`src/rtl/ascon_pkg.sv`:
```
// Shared definitions for the Ascon AEAD control sequencer: FSM states,
// phase classification and the default block size.
package ascon_pkg;

  localparam int unsigned ASCON_BLK_BYTES = 16;

  typedef enum logic [3:0] {
    S_IDLE,
    S_INIT,
    S_AD_WAIT,
    S_AD_RUN,
    S_TXT_WAIT,
    S_TXT_RUN,
    S_TXT_OUT,
    S_FINAL,
    S_DONE
  } state_t;

  typedef enum logic [1:0] {
    PH_NONE,
    PH_AD,
    PH_TXT
  } phase_t;

  function automatic phase_t phase_of(input state_t s);
    case (s)
      S_AD_WAIT, S_AD_RUN:               return PH_AD;
      S_TXT_WAIT, S_TXT_RUN, S_TXT_OUT:  return PH_TXT;
      default:                           return PH_NONE;
    endcase
  endfunction

endpackage

```
`src/rtl/ascon_blk_counter.sv`:
```
// Block index / data_position generator, 2-cycle run counter and
// last-block detection for the Ascon sequencer.
module ascon_blk_counter
  import ascon_pkg::*;
#(
  parameter int unsigned BLK_BYTES = ASCON_BLK_BYTES
) (
  input  logic        clk,
  input  logic        rst_n,
  input  logic        i_clr,
  input  logic        i_inc,
  input  logic        i_run,
  input  logic [32:0] i_nblk,
  output logic [31:0] o_pos,
  output logic        o_run_last,
  output logic        o_last_blk
);

  logic [31:0] r_idx;
  logic        r_run;

  always_ff @(posedge clk or negedge rst_n) begin
    if (!rst_n) begin
      r_idx <= '0;
    end else if (i_clr) begin
      r_idx <= '0;
    end else if (i_inc) begin
      r_idx <= r_idx + 32'd1;
    end
  end

  // Toggles through the two absorb cycles; idles at 0 outside a run state.
  always_ff @(posedge clk or negedge rst_n) begin
    if (!rst_n) begin
      r_run <= 1'b0;
    end else if (i_run) begin
      r_run <= ~r_run;
    end else begin
      r_run <= 1'b0;
    end
  end

  assign o_pos      = r_idx * 32'(BLK_BYTES);
  assign o_run_last = r_run;
  assign o_last_blk = ({1'b0, r_idx} + 33'd1) >= i_nblk;

endmodule

```
`src/rtl/ascon_sequencer.sv`:
```
// Ascon AEAD run sequencer: phase FSM, block/tag registers and the
// process_en_* strobe interface towards the core.
module ascon_sequencer
  import ascon_pkg::*;
#(
  parameter int unsigned BLK_BYTES = ASCON_BLK_BYTES
) (
  input  logic         clk,
  input  logic         rst_n,
  input  logic         start,
  input  logic         decrypt,
  input  logic [31:0]  ad_len,
  input  logic [31:0]  txt_len,
  input  logic [127:0] tag_in,
  input  logic         in_valid,
  output logic         in_ready,
  input  logic [127:0] in_data,
  output logic         out_valid,
  input  logic         out_ready,
  output logic [127:0] out_data,
  output logic         busy,
  output logic         done,
  output logic [127:0] tag_out,
  output logic         tag_match,
  output logic         err_o,
  output logic         core_en_init,
  output logic         core_en_ad,
  output logic         core_en_txt,
  output logic         core_en_final,
  output logic         core_mode,
  output logic [31:0]  core_len,
  output logic [31:0]  core_pos,
  output logic [127:0] core_din,
  input  logic [127:0] core_dout,
  input  logic [127:0] core_tag,
  input  logic         core_err
);

  state_t       r_state;
  state_t       w_state_nxt;
  phase_t       w_phase;
  logic         r_decrypt;
  logic [31:0]  r_ad_len;
  logic [31:0]  r_txt_len;
  logic [127:0] r_blk;
  logic [127:0] r_out;
  logic [127:0] r_tag;
  logic         r_match;
  logic         r_err;

  logic         w_start;
  logic         w_cnt_clr;
  logic         w_cnt_inc;
  logic         w_run;
  logic         w_blk_ld;
  logic         w_out_ld;
  logic [32:0]  w_ad_nblk;
  logic [32:0]  w_txt_nblk;
  logic [32:0]  w_nblk;
  logic [31:0]  w_pos;
  logic         w_run_last;
  logic         w_last_blk;

  assign w_phase    = phase_of(r_state);
  // 33-bit arithmetic keeps the block counts exact for lengths near 2^32.
  assign w_ad_nblk  = ({1'b0, r_ad_len} + 33'(BLK_BYTES - 1)) / 33'(BLK_BYTES);
  assign w_txt_nblk = ({1'b0, r_txt_len} / 33'(BLK_BYTES)) + 33'd1;
  assign w_nblk     = (w_phase == PH_AD) ? w_ad_nblk : w_txt_nblk;

  ascon_blk_counter #(.BLK_BYTES(BLK_BYTES)) u_cnt (
    .clk        (clk),
    .rst_n      (rst_n),
    .i_clr      (w_cnt_clr),
    .i_inc      (w_cnt_inc),
    .i_run      (w_run),
    .i_nblk     (w_nblk),
    .o_pos      (w_pos),
    .o_run_last (w_run_last),
    .o_last_blk (w_last_blk)
  );

  always_ff @(posedge clk or negedge rst_n) begin
    if (!rst_n) begin
      r_state <= S_IDLE;
    end else begin
      r_state <= w_state_nxt;
    end
  end

  always_comb begin
    w_state_nxt = r_state;
    w_start     = 1'b0;
    w_cnt_clr   = 1'b0;
    w_cnt_inc   = 1'b0;
    w_run       = 1'b0;
    w_blk_ld    = 1'b0;
    w_out_ld    = 1'b0;
    case (r_state)
      S_IDLE: begin
        if (start) begin
          w_start     = 1'b1;
          w_cnt_clr   = 1'b1;
          w_state_nxt = S_INIT;
        end
      end
      S_INIT: begin
        w_state_nxt = (r_ad_len == '0) ? S_TXT_WAIT : S_AD_WAIT;
      end
      S_AD_WAIT: begin
        if (in_valid) begin
          w_blk_ld    = 1'b1;
          w_state_nxt = S_AD_RUN;
        end
      end
      S_AD_RUN: begin
        w_run = 1'b1;
        if (w_run_last) begin
          if (w_last_blk) begin
            w_cnt_clr   = 1'b1;
            w_state_nxt = S_TXT_WAIT;
          end else begin
            w_cnt_inc   = 1'b1;
            w_state_nxt = S_AD_WAIT;
          end
        end
      end
      S_TXT_WAIT: begin
        if (in_valid) begin
          w_blk_ld    = 1'b1;
          w_state_nxt = S_TXT_RUN;
        end
      end
      S_TXT_RUN: begin
        w_run = 1'b1;
        if (w_run_last) begin
          w_out_ld    = 1'b1;
          w_state_nxt = S_TXT_OUT;
        end
      end
      S_TXT_OUT: begin
        if (out_ready) begin
          if (w_last_blk) begin
            w_cnt_clr   = 1'b1;
            w_state_nxt = S_FINAL;
          end else begin
            w_cnt_inc   = 1'b1;
            w_state_nxt = S_TXT_WAIT;
          end
        end
      end
      S_FINAL: w_state_nxt = S_DONE;
      S_DONE:  w_state_nxt = S_IDLE;
      default: w_state_nxt = S_IDLE;
    endcase
  end

  always_ff @(posedge clk or negedge rst_n) begin
    if (!rst_n) begin
      r_decrypt <= 1'b0;
      r_ad_len  <= '0;
      r_txt_len <= '0;
      r_blk     <= '0;
      r_out     <= '0;
      r_tag     <= '0;
      r_match   <= 1'b0;
      r_err     <= 1'b0;
    end else begin
      if (w_start) begin
        r_decrypt <= decrypt;
        r_ad_len  <= ad_len;
        r_txt_len <= txt_len;
        r_tag     <= '0;
        r_match   <= 1'b0;
        r_err     <= 1'b0;
      end else if (r_state != S_IDLE) begin
        r_err <= r_err | core_err;
      end
      if (w_blk_ld) begin
        r_blk <= in_data;
      end
      if (w_out_ld) begin
        r_out <= core_dout;
      end
      if (r_state == S_FINAL) begin
        r_tag   <= core_tag;
        r_match <= r_decrypt && (core_tag == tag_in);
      end
    end
  end

  assign in_ready      = (r_state == S_AD_WAIT) || (r_state == S_TXT_WAIT);
  assign out_valid     = (r_state == S_TXT_OUT);
  assign out_data      = r_out;
  assign busy          = (r_state != S_IDLE);
  assign done          = (r_state == S_DONE);
  assign tag_out       = r_tag;
  assign tag_match     = r_match;
  assign err_o         = r_err;
  assign core_en_init  = (r_state == S_INIT);
  assign core_en_ad    = (r_state == S_AD_RUN);
  assign core_en_txt   = (r_state == S_TXT_RUN);
  assign core_en_final = (r_state == S_FINAL);
  assign core_mode     = r_decrypt;
  assign core_len      = (w_phase == PH_AD)  ? r_ad_len  :
                         (w_phase == PH_TXT) ? r_txt_len : '0;
  assign core_pos      = (w_phase == PH_NONE) ? '0 : w_pos;
  assign core_din      = r_blk;

endmodule

```
`config.mk`:
```
export PLATFORM = sky130hd
export DESIGN_NAME = ascon_sequencer
export DESIGN_NICKNAME = d
export VERILOG_FILES = /design/src/rtl/ascon_pkg.sv /design/src/rtl/ascon_blk_counter.sv /design/src/rtl/ascon_sequencer.sv
export SDC_FILE = /design/constraint.sdc
export NUM_CORES = 1
export LEC_CHECK = 0
export ABC_AREA = 1
export ABC_CLOCK_PERIOD_IN_PS = 5500
export CAP_MARGIN = 10
export CORE_AREA = 4 4 409 411
export CTS_CLUSTER_DIAMETER = 100
export DETAILED_ROUTE_END_ITERATION = 7
export DIE_AREA = 0 0 413 415
export REMOVE_ABC_BUFFERS = 1
export SYNTH_ARGS = -nofsm -noshare
export SYNTH_HDL_FRONTEND = slang
export SYNTH_HIERARCHICAL = 1
export SYNTH_SLANG_ARGS = --single-unit
```
`constraint.sdc`:
```
create_clock -name clk -period 5.5 [get_ports clk]
set_input_delay 1.1 -clock clk [delete_from_list [all_inputs] [get_ports clk]]
set_output_delay 1.1 -clock clk [all_outputs]
set_load 0.02 [all_outputs]
```
* After elaboration in Yosys (flattened, before gate mapping)
Cells that the tools add are included.
W data, S select, Z words.
** Cells by class
- Add/sub/neg operators :: 4
- $lt $le $gt $ge :: 1
- Equal/unequal tests :: 17
- Mux-type cells :: 39
- Bitwise gates (word level) :: 2
- Reductions and logical operators :: 14
** Operators with widths (count)
- $mux W128 :: 2
- $mux W32 :: 5
- $eq A128 B128 Y1 :: 1
- $add A32 B1 Y33 const B :: 1
- $add A32 B4 Y33 const B :: 1
- $ge A33 B29 Y1 :: 1
- $add A32 B1 Y32 const B :: 1
- $logic_not A32 Y1 :: 1
- $pmux W4 S8 :: 1
- $add A28 B1 Y29 const B :: 1
- $mux W29 :: 1
- $mux W4 :: 6
- $mux W1 :: 18
- $eq A4 B3 Y1 const B :: 4
- $eq A4 B2 Y1 const B :: 2
- $mux W3 :: 2
- $ne A2 B1 Y1 const B :: 3
- $ne A2 B2 Y1 const B :: 3
- $reduce_and A6 Y1 :: 1
- $reduce_bool A2 Y1 :: 3
- $reduce_or A2 Y1 :: 3
- $eq A4 B1 Y1 const B :: 1
- $eq A4 B4 Y1 const B :: 1
- $logic_not A4 Y1 :: 1
- other kinds (13) :: 13
** Word-level totals
- Register bits :: 488
- Bits of input ports :: 583
- Output and inout bits :: 459
- Word-level logic and storage cells :: 88

* Logic depth before layout (Yosys ltp)
Gate-level depths: netlist (run 1).
- Word-level depth :: 11
- Mapped depth :: 27
- Gate-level depth less buffers :: 27

* By module
The synthesis (run 1) kept the hierarchy.
** By module, submodules not included
- ascon_sequencer :: instances 1, cells each 2251, area each 21438.1 um2, seq. area each 11385.9 um2
- ascon_blk_counter :: instances 1, cells each 532, area each 3470.8 um2, seq. area each 825.8 um2

* Least setup slack after synthesis (run 1)
No wires, ideal clock.
- Kind :: register to register
- Start point :: reg r_txt_len[4]
- End point :: reg u_cnt.r_idx[17]
- Library setup time :: 0.084 ns
- Data arrival time :: 3.335 ns
- Required time :: 5.416 ns
- Path slack :: 2.081 ns
- Cell stages (with the launch flop) :: 22
- Path buffers :: 1
- Period minus slack after synthesis :: 3.419 ns
- Cell sequence :: dfrtp_1 > ha_1 > nand3_1 > nor3_2 > nand2_1 > nor2_1 > nand2_1 > xor2_1 > o21ai_0 > inv_1 > ha_1 > a21o_1 > o21ai_0 > a21oi_1 > nor2_1 > nand2_1 > inv_1 > o21ai_0 > nor2_1 > clkbuf_1 > nand3_1 > o21ai_0
** On the way
- Word-level cells in the longest chain between the ends :: 7
- Elaborated cells on any way between the ends :: 13
- Classes of those cells :: add/sub (1); order compare (1); mux (10); reduce/logical (1)
** RTL lines
- from (decl) :: line ascon_sequencer.sv:44 : logic [31:0] r_txt_len;
- from (signal assigned) :: line ascon_sequencer.sv:171 : r_txt_len <= txt_len;
- $add A28 B1 Y29 * :: line ascon_sequencer.sv:67 : assign w_txt_nblk = ({1'b0, r_txt_len} / 33'(BLK_BYTES)) + 33'd1;
- $mux W29 * :: line ascon_sequencer.sv:68 : assign w_nblk = (w_phase == PH_AD) ? w_ad_nblk : w_txt_nblk;
- net w_nblk[20] :: line ascon_sequencer.sv:59 : logic [32:0] w_nblk;
- $ge A33 B29 Y1 * :: line ascon_blk_counter.sv:45 : assign o_last_blk = ({1'b0, r_idx} + 33'd1) >= i_nblk;
- net w_last_blk :: line ascon_sequencer.sv:62 : logic w_last_blk;
- $mux W1 * :: line ascon_sequencer.sv:118, ascon_sequencer.sv:142
- $mux W1, on equally long branches :: line ascon_sequencer.sv:141, ascon_sequencer.sv:117
- $pmux W1 S3 * :: line ascon_sequencer.sv:98 : case (r_state)
- net w_cnt_clr :: line ascon_sequencer.sv:52 : logic w_cnt_clr;
- $mux W32 / $reduce_bool A2 Y1 (equally long branches)
- to (signal assigned) :: line ascon_blk_counter.sv:28 : r_idx <= r_idx + 32'd1;
- to (decl) :: line ascon_blk_counter.sv:19 : logic [31:0] r_idx;
Mark *: on every way through the listed nets, which the timed path passes. The rest lies on a longest branch.
A chain may end at the register's enable or synchronous reset.

* Final worst setup path (run 1)
- Start point :: reg r_state[1]
- End point :: out core_pos[5]
** On the way
- Word-level cells in the longest chain between the ends :: 5
- Elaborated cells on any way between the ends :: 10
- Classes of those cells :: eq/ne (5); mux (2); reduce/logical (3)
** RTL lines
- from (decl) :: line ascon_sequencer.sv:39 : state_t r_state;
- from (signal assigned) :: line ascon_sequencer.sv:86 : r_state <= w_state_nxt;
- $eq A4 B3 Y1 / $eq A4 B2 Y1 (equally long branches) :: line ascon_pkg.sv:26 : case (s)
- $reduce_or A3 Y1 / $reduce_or A2 Y1 (equally long branches) :: line ascon_pkg.sv:26
- $pmux W2 S2 * :: line ascon_pkg.sv:26
- $logic_not A2 Y1 * :: line ascon_sequencer.sv:206 : assign core_pos = (w_phase == PH_NONE) ? '0 : w_pos;
- $mux W32 * :: line ascon_sequencer.sv:206
- to (decl) :: line ascon_sequencer.sv:32 : output logic [31:0] core_pos,
Mark *: on every way between the ends. The rest lies on a longest branch, timed or not.

==> results of run 1 <==
==> kinds of logic after synthesis <==
logic type	share of synthesized area [%]
compound gates	6.71
xor+xnor	3.01
mux	11.9
other cells	0.0301
buf+inv	8.98
flops	49.0
fa+ha+maj	1.76
simple gates	18.6
==> path summary, 6_finish.rpt <==
path	from	endpoint	slack (ns)	cells after the start
min reg2reg	tag_out[123]	tag_out[123]	0.48	2
max	r_state[1]	core_pos[5]	0.80	7
min	rst_n	tag_out[110]	0.47	1
max reg2reg	r_ad_len[8]	u_cnt/r_idx[3]	1.08	24
min in group clk	tag_out[123]	tag_out[123]	0.48	2
max in group asynchronous	rst_n	core_din[70]	3.71	2
==> synth_stat cells, types with 2 or more instances <==
library cell,number,area (sq um)
a21oi_1,22,110
a22o_1,40,350
and2_1,12,75.1
buf_1,2,7.51
buf_2,39,195
buf_4,36,270
buf_6,12,135
clkbuf_1,31,116
clkinv_1,3,11.3
conb_1,2,7.51
dfrtp_1,488,12200
ha_1,35,438
inv_1,387,1450
inv_2,13,48.8
mux2_1,163,1840
mux2_2,73,822
mux2_4,20,300
nand2_1,715,2680
nand2_2,3,18.8
nand3_1,92,460
nand3_2,2,20.0
nand4_1,46,288
nor2_1,161,604
nor2_2,7,43.8
nor2_4,7,78.8
nor3_1,40,200
nor3_2,8,80.1
nor4_1,5,31.3
o21a_1,2,15.0
o21ai_0,165,826
o21ai_1,19,95.1
o22ai_1,37,231
or2_2,3,18.8
xnor2_1,36,315
xor2_1,46,403
xor2_2,2,32.5
==> flip-flops by register name, summed over array words and instances, names as in the netlist <==
name and count:
out_data 128, u_cnt/o_run_last 1, r_ad_len 32, core_mode 1
u_cnt/r_idx 32, tag_out 128, tag_match 1, core_din 128
r_state 4, r_txt_len 32, err_o 1
==> report_power, final <==
part	switching [uW]	total [uW]	internal [uW]	leakage, uW
Clock	1890	4790	2900	0.00117
Combinational	3520	6050	2540	0.0101
Sequential	593	4990	4400	0.00613
Total	6000	15800	9830	0.0174
==> area by class of cell <==
class | count | area (sq um) | area share [%]
sequential | 488 | 12200 | 30.5
timing repair buffer | 1065 | 10700 | 26.6
multi-input combinational | 1778 | 10500 | 26.2
tap | 2189 | 2740 | 6.84
clock buffer | 90 | 1870 | 4.68
inverter | 403 | 1520 | 3.78
clock inverter | 33 | 519 | 1.30
antenna | 15 | 37.5 | 0.0937
==> worst reg2reg max path, stage by stage (launching register included) <==
cell and delay, ns:
dfrtp_1 0.40, inv_1 0.13, nor3_1 0.36, nand2_1 0.23, nor2_1 0.27, nand3_1 0.13
nor2_1 0.12, nand4_1 0.11, nand2_1 0.12, inv_1 0.05, ha_1 0.31, nand2_1 0.08
inv_1 0.06, nand2_1 0.07, nand2_1 0.05, a21oi_1 0.15, nand2_1 0.07, nor2_1 0.09
nand2_1 0.17, inv_1 0.12, o21ai_0 0.12, nor2_1 0.15, buf_4 0.31, clkinv_1 0.38
o22ai_1 0.28
==> metal layers <==
metal | vias up | GRT usage (%)
met5 | - | 0
met4 | 34 | 4.95
met3 | 229 | 5.87
met2 | 1034 | 28.4
met1 | 11700 | 18.7
li1 | 10900 | -
==> through the flow <==
step,utilization (%),hold WS [ns],setup WS (ns)
3_3_place_gp,22.9,0.456,1.21
6_report,24.4,0.467,0.802
3_5_place_dp,22.9,0.463,1.14
4_1_cts,24.4,0.477,0.716
2_1_floorplan,-,0.442,0.325
5_1_grt,24.4,0.488,0.508
==> metrics.cfg, run 1 <==
[status]
status = complete, no violations

[cells_and_area]
nNetsFinal = 4422
drive_above_1_share_pct = 7.31
final_common_cell = clkdlybuf4s50_1
fin_cells = 6061
finalInstanceArea_sq_um = 40100
layout_common_cells = clkdlybuf4s50_1, nand2_1, dfrtp_1
n_fill_cell = 17800
area_growth_pct = 60.8

[setup_path]
path_cells = nand2_1 -> nand2_1 -> buf_4 -> nand2_1 -> inv_1 -> nor2_1 -> clkdlybuf4s50_1
cp-start-kind = flip-flop
crit_top_cell = nand2_1
crit_type = flip-flop to primary output
crit_family = buffers and inverters
crit_path_end_kind = primary output
max_stage_delay_ns = 0.67
critPathBufInv = 3
worstPathRequired_ns = 4.40
worstPathArrival_ns = 3.60
worst_path_max_delay_cell = inv_1
worstPathMaxFanout = 32

[routing]
drt-wirelength-per-cell_um = 24.0
drc = 0
vias_per_cell = 3.95
maxUsedRoutingLayer = met5
first_pass_iters = 7
wl_met2_um = 71600
drt-initial-drc-count = 1596
ant_nets = 0
route.met3.wl_um = 13100
routedLengthMet1_um = 56200
vias = 23900
postRouteWirelength_um = 146000

[timing]
fmax_ghz = 0.213
fin_setup_tns_ns = 0
fin_worst_skew_ns = 0.0446
finalSetupViolations = 0
tightest_slew_ns = 0.979
min_period_over_period_pct = 85.4
finalHoldViolations = 0
period_needed_ns = 4.70
rsz0062_at_grt = no
finalMaxSlewViolations = 0
relSlewSlack_pct = 34.8

[synth]
post_synth_inst_count = 2783
synth_warnings = 6
syn_area_sq_um = 24900
synth-seq-cells = 488
ys.flop_type = dfrtp_1
yosysSeqAreaShare_pct = 49.0
synth-edff-count = 0
avgSynthCellArea_sq_um = 8.95
synth_cell_types = 45
async_flop_share_pct = 100

[placed_design]
placed_cells = 5923
place_congestion = 0.917
dpl_cell_area_sq_um = 37600
place_hpwl_um = 122000
io_buffer_count = 1037

[clocking]
cts_resized = 0
cts_buffer_depth = 3
cts_root_buffer = clkbuf_16
cts_buffers = 68
cts_setup_buffers = 0
hold_buffers = 0
cts.sinks = 488
cts_tree = done
cts_htree_levels = 3
clk_latency_ns = 0.67
clkTransAtPathRegs_ns = 0.06

[die]
core_sq_um = 164000
die_w_um = 413
die_h_um = 415
rows = 149
io_pins = 1042
initial_core_util_pct = 15.2
dieArea_sq_um = 171000

[power]
power_uw = 15800
power_per_cell_area_nw_per_um2 = 395
leakagePower_uw = 0.0174
ir_drop_v = 0.000310

[grt]
grt_pass1_vias = 24400
grt_overflow_total = 0
grt_max_degree = 104
grt_antenna_before_repair = 74
grt_pass1_wl_um = 196000
grt_usage_pct = 16.4

[hold_path]
hold_path_class = primary input to asynchronous set/reset pin

[run]
cap_violations = 0

No activity file was read; power rests on OpenSTA's default activity.
==> inputs of run 2 (changes only) <==
--- a/config.mk
+++ b/config.mk
@@ -12,6 +12,7 @@
 export CTS_CLUSTER_DIAMETER = 100
 export DETAILED_ROUTE_END_ITERATION = 7
 export DIE_AREA = 0 0 413 415
+export MAX_ROUTING_LAYER = met4
 export REMOVE_ABC_BUFFERS = 1
 export SYNTH_ARGS = -nofsm -noshare
 export SYNTH_HDL_FRONTEND = slang
==> metrics.cfg, run 2 (same netlist as run 1, synthesis figures left out) <==
[clocking]
cts_root_buffer = clkbuf_16
cts_setup_buffers = 0
cts_buffer_depth = 3
hold_buffers = 0
cts.sinks = 488
cts_tree = done
clk_latency_ns = 0.68
cts_buffers = 69
cts_htree_levels = 3
clkTransAtPathRegs_ns = 0.06
cts_resized = 0

[die]
rows = 149
initial_core_util_pct = 15.2
io_pins = 1042
dieArea_sq_um = 171000
core_sq_um = 164000
die_h_um = 415
die_w_um = 413

[placed_design]
placed_cells = 5915
place_hpwl_um = 122000
place_congestion = 0.929
dpl_cell_area_sq_um = 37600
io_buffer_count = 1037

[routing]
ant_nets = 0
drc = 0
first_pass_iters = 5
maxUsedRoutingLayer = met4
route.met3.wl_um = 13600
drt-wirelength-per-cell_um = 24.0
drt-initial-drc-count = 1440
wl_met2_um = 71700
vias = 23700
routedLengthMet1_um = 55800
vias_per_cell = 3.90
postRouteWirelength_um = 146000

[cells_and_area]
layout_common_cells = clkdlybuf4s50_1, nand2_1, dfrtp_1
fin_cells = 6081
area_growth_pct = 60.7
drive_above_1_share_pct = 7.22
finalInstanceArea_sq_um = 40000
nNetsFinal = 4415
final_common_cell = clkdlybuf4s50_1

[setup_path]
worstPathRequired_ns = 4.40
worstPathMaxFanout = 32
r2r_end = u_cnt/r_idx[3]
rrSetupSlack_ns = 1.05
worstReg2RegStart = r_txt_len[4]
cp-start-kind = flip-flop
r2r_cells = 21
crit_type = flip-flop to primary output
crit_path_end_kind = primary output
critPathLaunch = r_state[2]
worstPathArrival_ns = 3.67

[timing]
finalSetupViolations = 0
tightest_slew_ns = 1.03
whs_ns = 0.378
period_needed_ns = 4.77
relSlewSlack_pct = 31.3
fmax_ghz = 0.210
finalMaxSlewViolations = 0
fin_setup_tns_ns = 0
rsz0062_at_grt = no
fin_worst_skew_ns = 0.0352
min_period_over_period_pct = 86.7
finalHoldViolations = 0

[status]
status = complete, no violations

[grt]
grt_pass1_wl_um = 196000
grt_pass1_vias = 24500
grt_usage_pct = 16.9
grt_antenna_before_repair = 82
grt_max_degree = 133
grt_overflow_total = 0

[power]
ir_drop_v = 0.000353
leakagePower_uw = 0.0173
power_per_cell_area_nw_per_um2 = 392

[hold_path]
hold_path_class = primary input to asynchronous set/reset pin

[run]
cap_violations = 0

## run 2: cell count changes in the layout (fill, tap and decap cells not counted), sizes merged
| cell | previous run | this run |
|---|---|---|
| diode | 15 | 39 |
| buf | 29 | 21 |
| bufinv | 10 | 5 |
| clkinv | 17 | 22 |
| clkbuf | 90 | 92 |
| clkinvlp | 2 | 3 |
| inv | 407 | 408 |
## run 2: worst max path at each step
stage	end	slack, ns	cells after the start
6_report	core_pos[25]	0.73	8
2_1_floorplan	u_cnt/r_idx[0]	0.33	24
5_1_grt	core_pos[5]	0.40	7
4_1_cts	core_pos[30]	0.65	8
3_5_place_dp	u_cnt/r_idx[3]	1.14	21
3_3_place_gp	u_cnt/r_idx[3]	1.23	21
## run 2: metrics by stage
stage | setup WS [ns] | utilization, % | power (uW)
4_1_cts | 0.652 | 24.3 | 15900
6_report | 0.731 | 24.4 | 15700
2_1_floorplan | 0.325 | - | 7880
3_5_place_dp | 1.14 | 22.9 | 11100
5_1_grt | 0.404 | 24.4 | 16600
3_3_place_gp | 1.23 | 22.9 | 11100
## run 2: final cells by class
cell class,instances,area (sq um)
clock buffer,92,1920
tap,2189,2740
sequential,488,12200
antenna,39,97.6
fill,17700,124000
timing repair buffer,1057,10600
inverter,403,1520
multi-input combinational,1778,10500
clock inverter,35,419
## run 2: per-layer routing
metal / global-route usage [%] / vias up
met5: - / -
met2: 28.6 / 1071
met1: 18.5 / 11500
met4: 4.79 / 0
li1: - / 11000
met3: 6.31 / 190
## run 2: power breakdown
part | total [uW] | switching, uW | internal (uW)
Combinational | 6030 | 3490 | 2530
Clock | 4680 | 1940 | 2740
Sequential | 4990 | 599 | 4400
Total | 15700 | 6040 | 9670
## run 2: critical path, stage by stage, from the launching register on
cell and delay (ns):
dfrtp_1 0.41, nand2_2 0.20, clkinv_1 0.36, nand2_1 0.15
buf_4 0.34, nand2_1 0.17, inv_1 0.69, nor2_1 0.11
clkdlybuf4s50_1 0.57
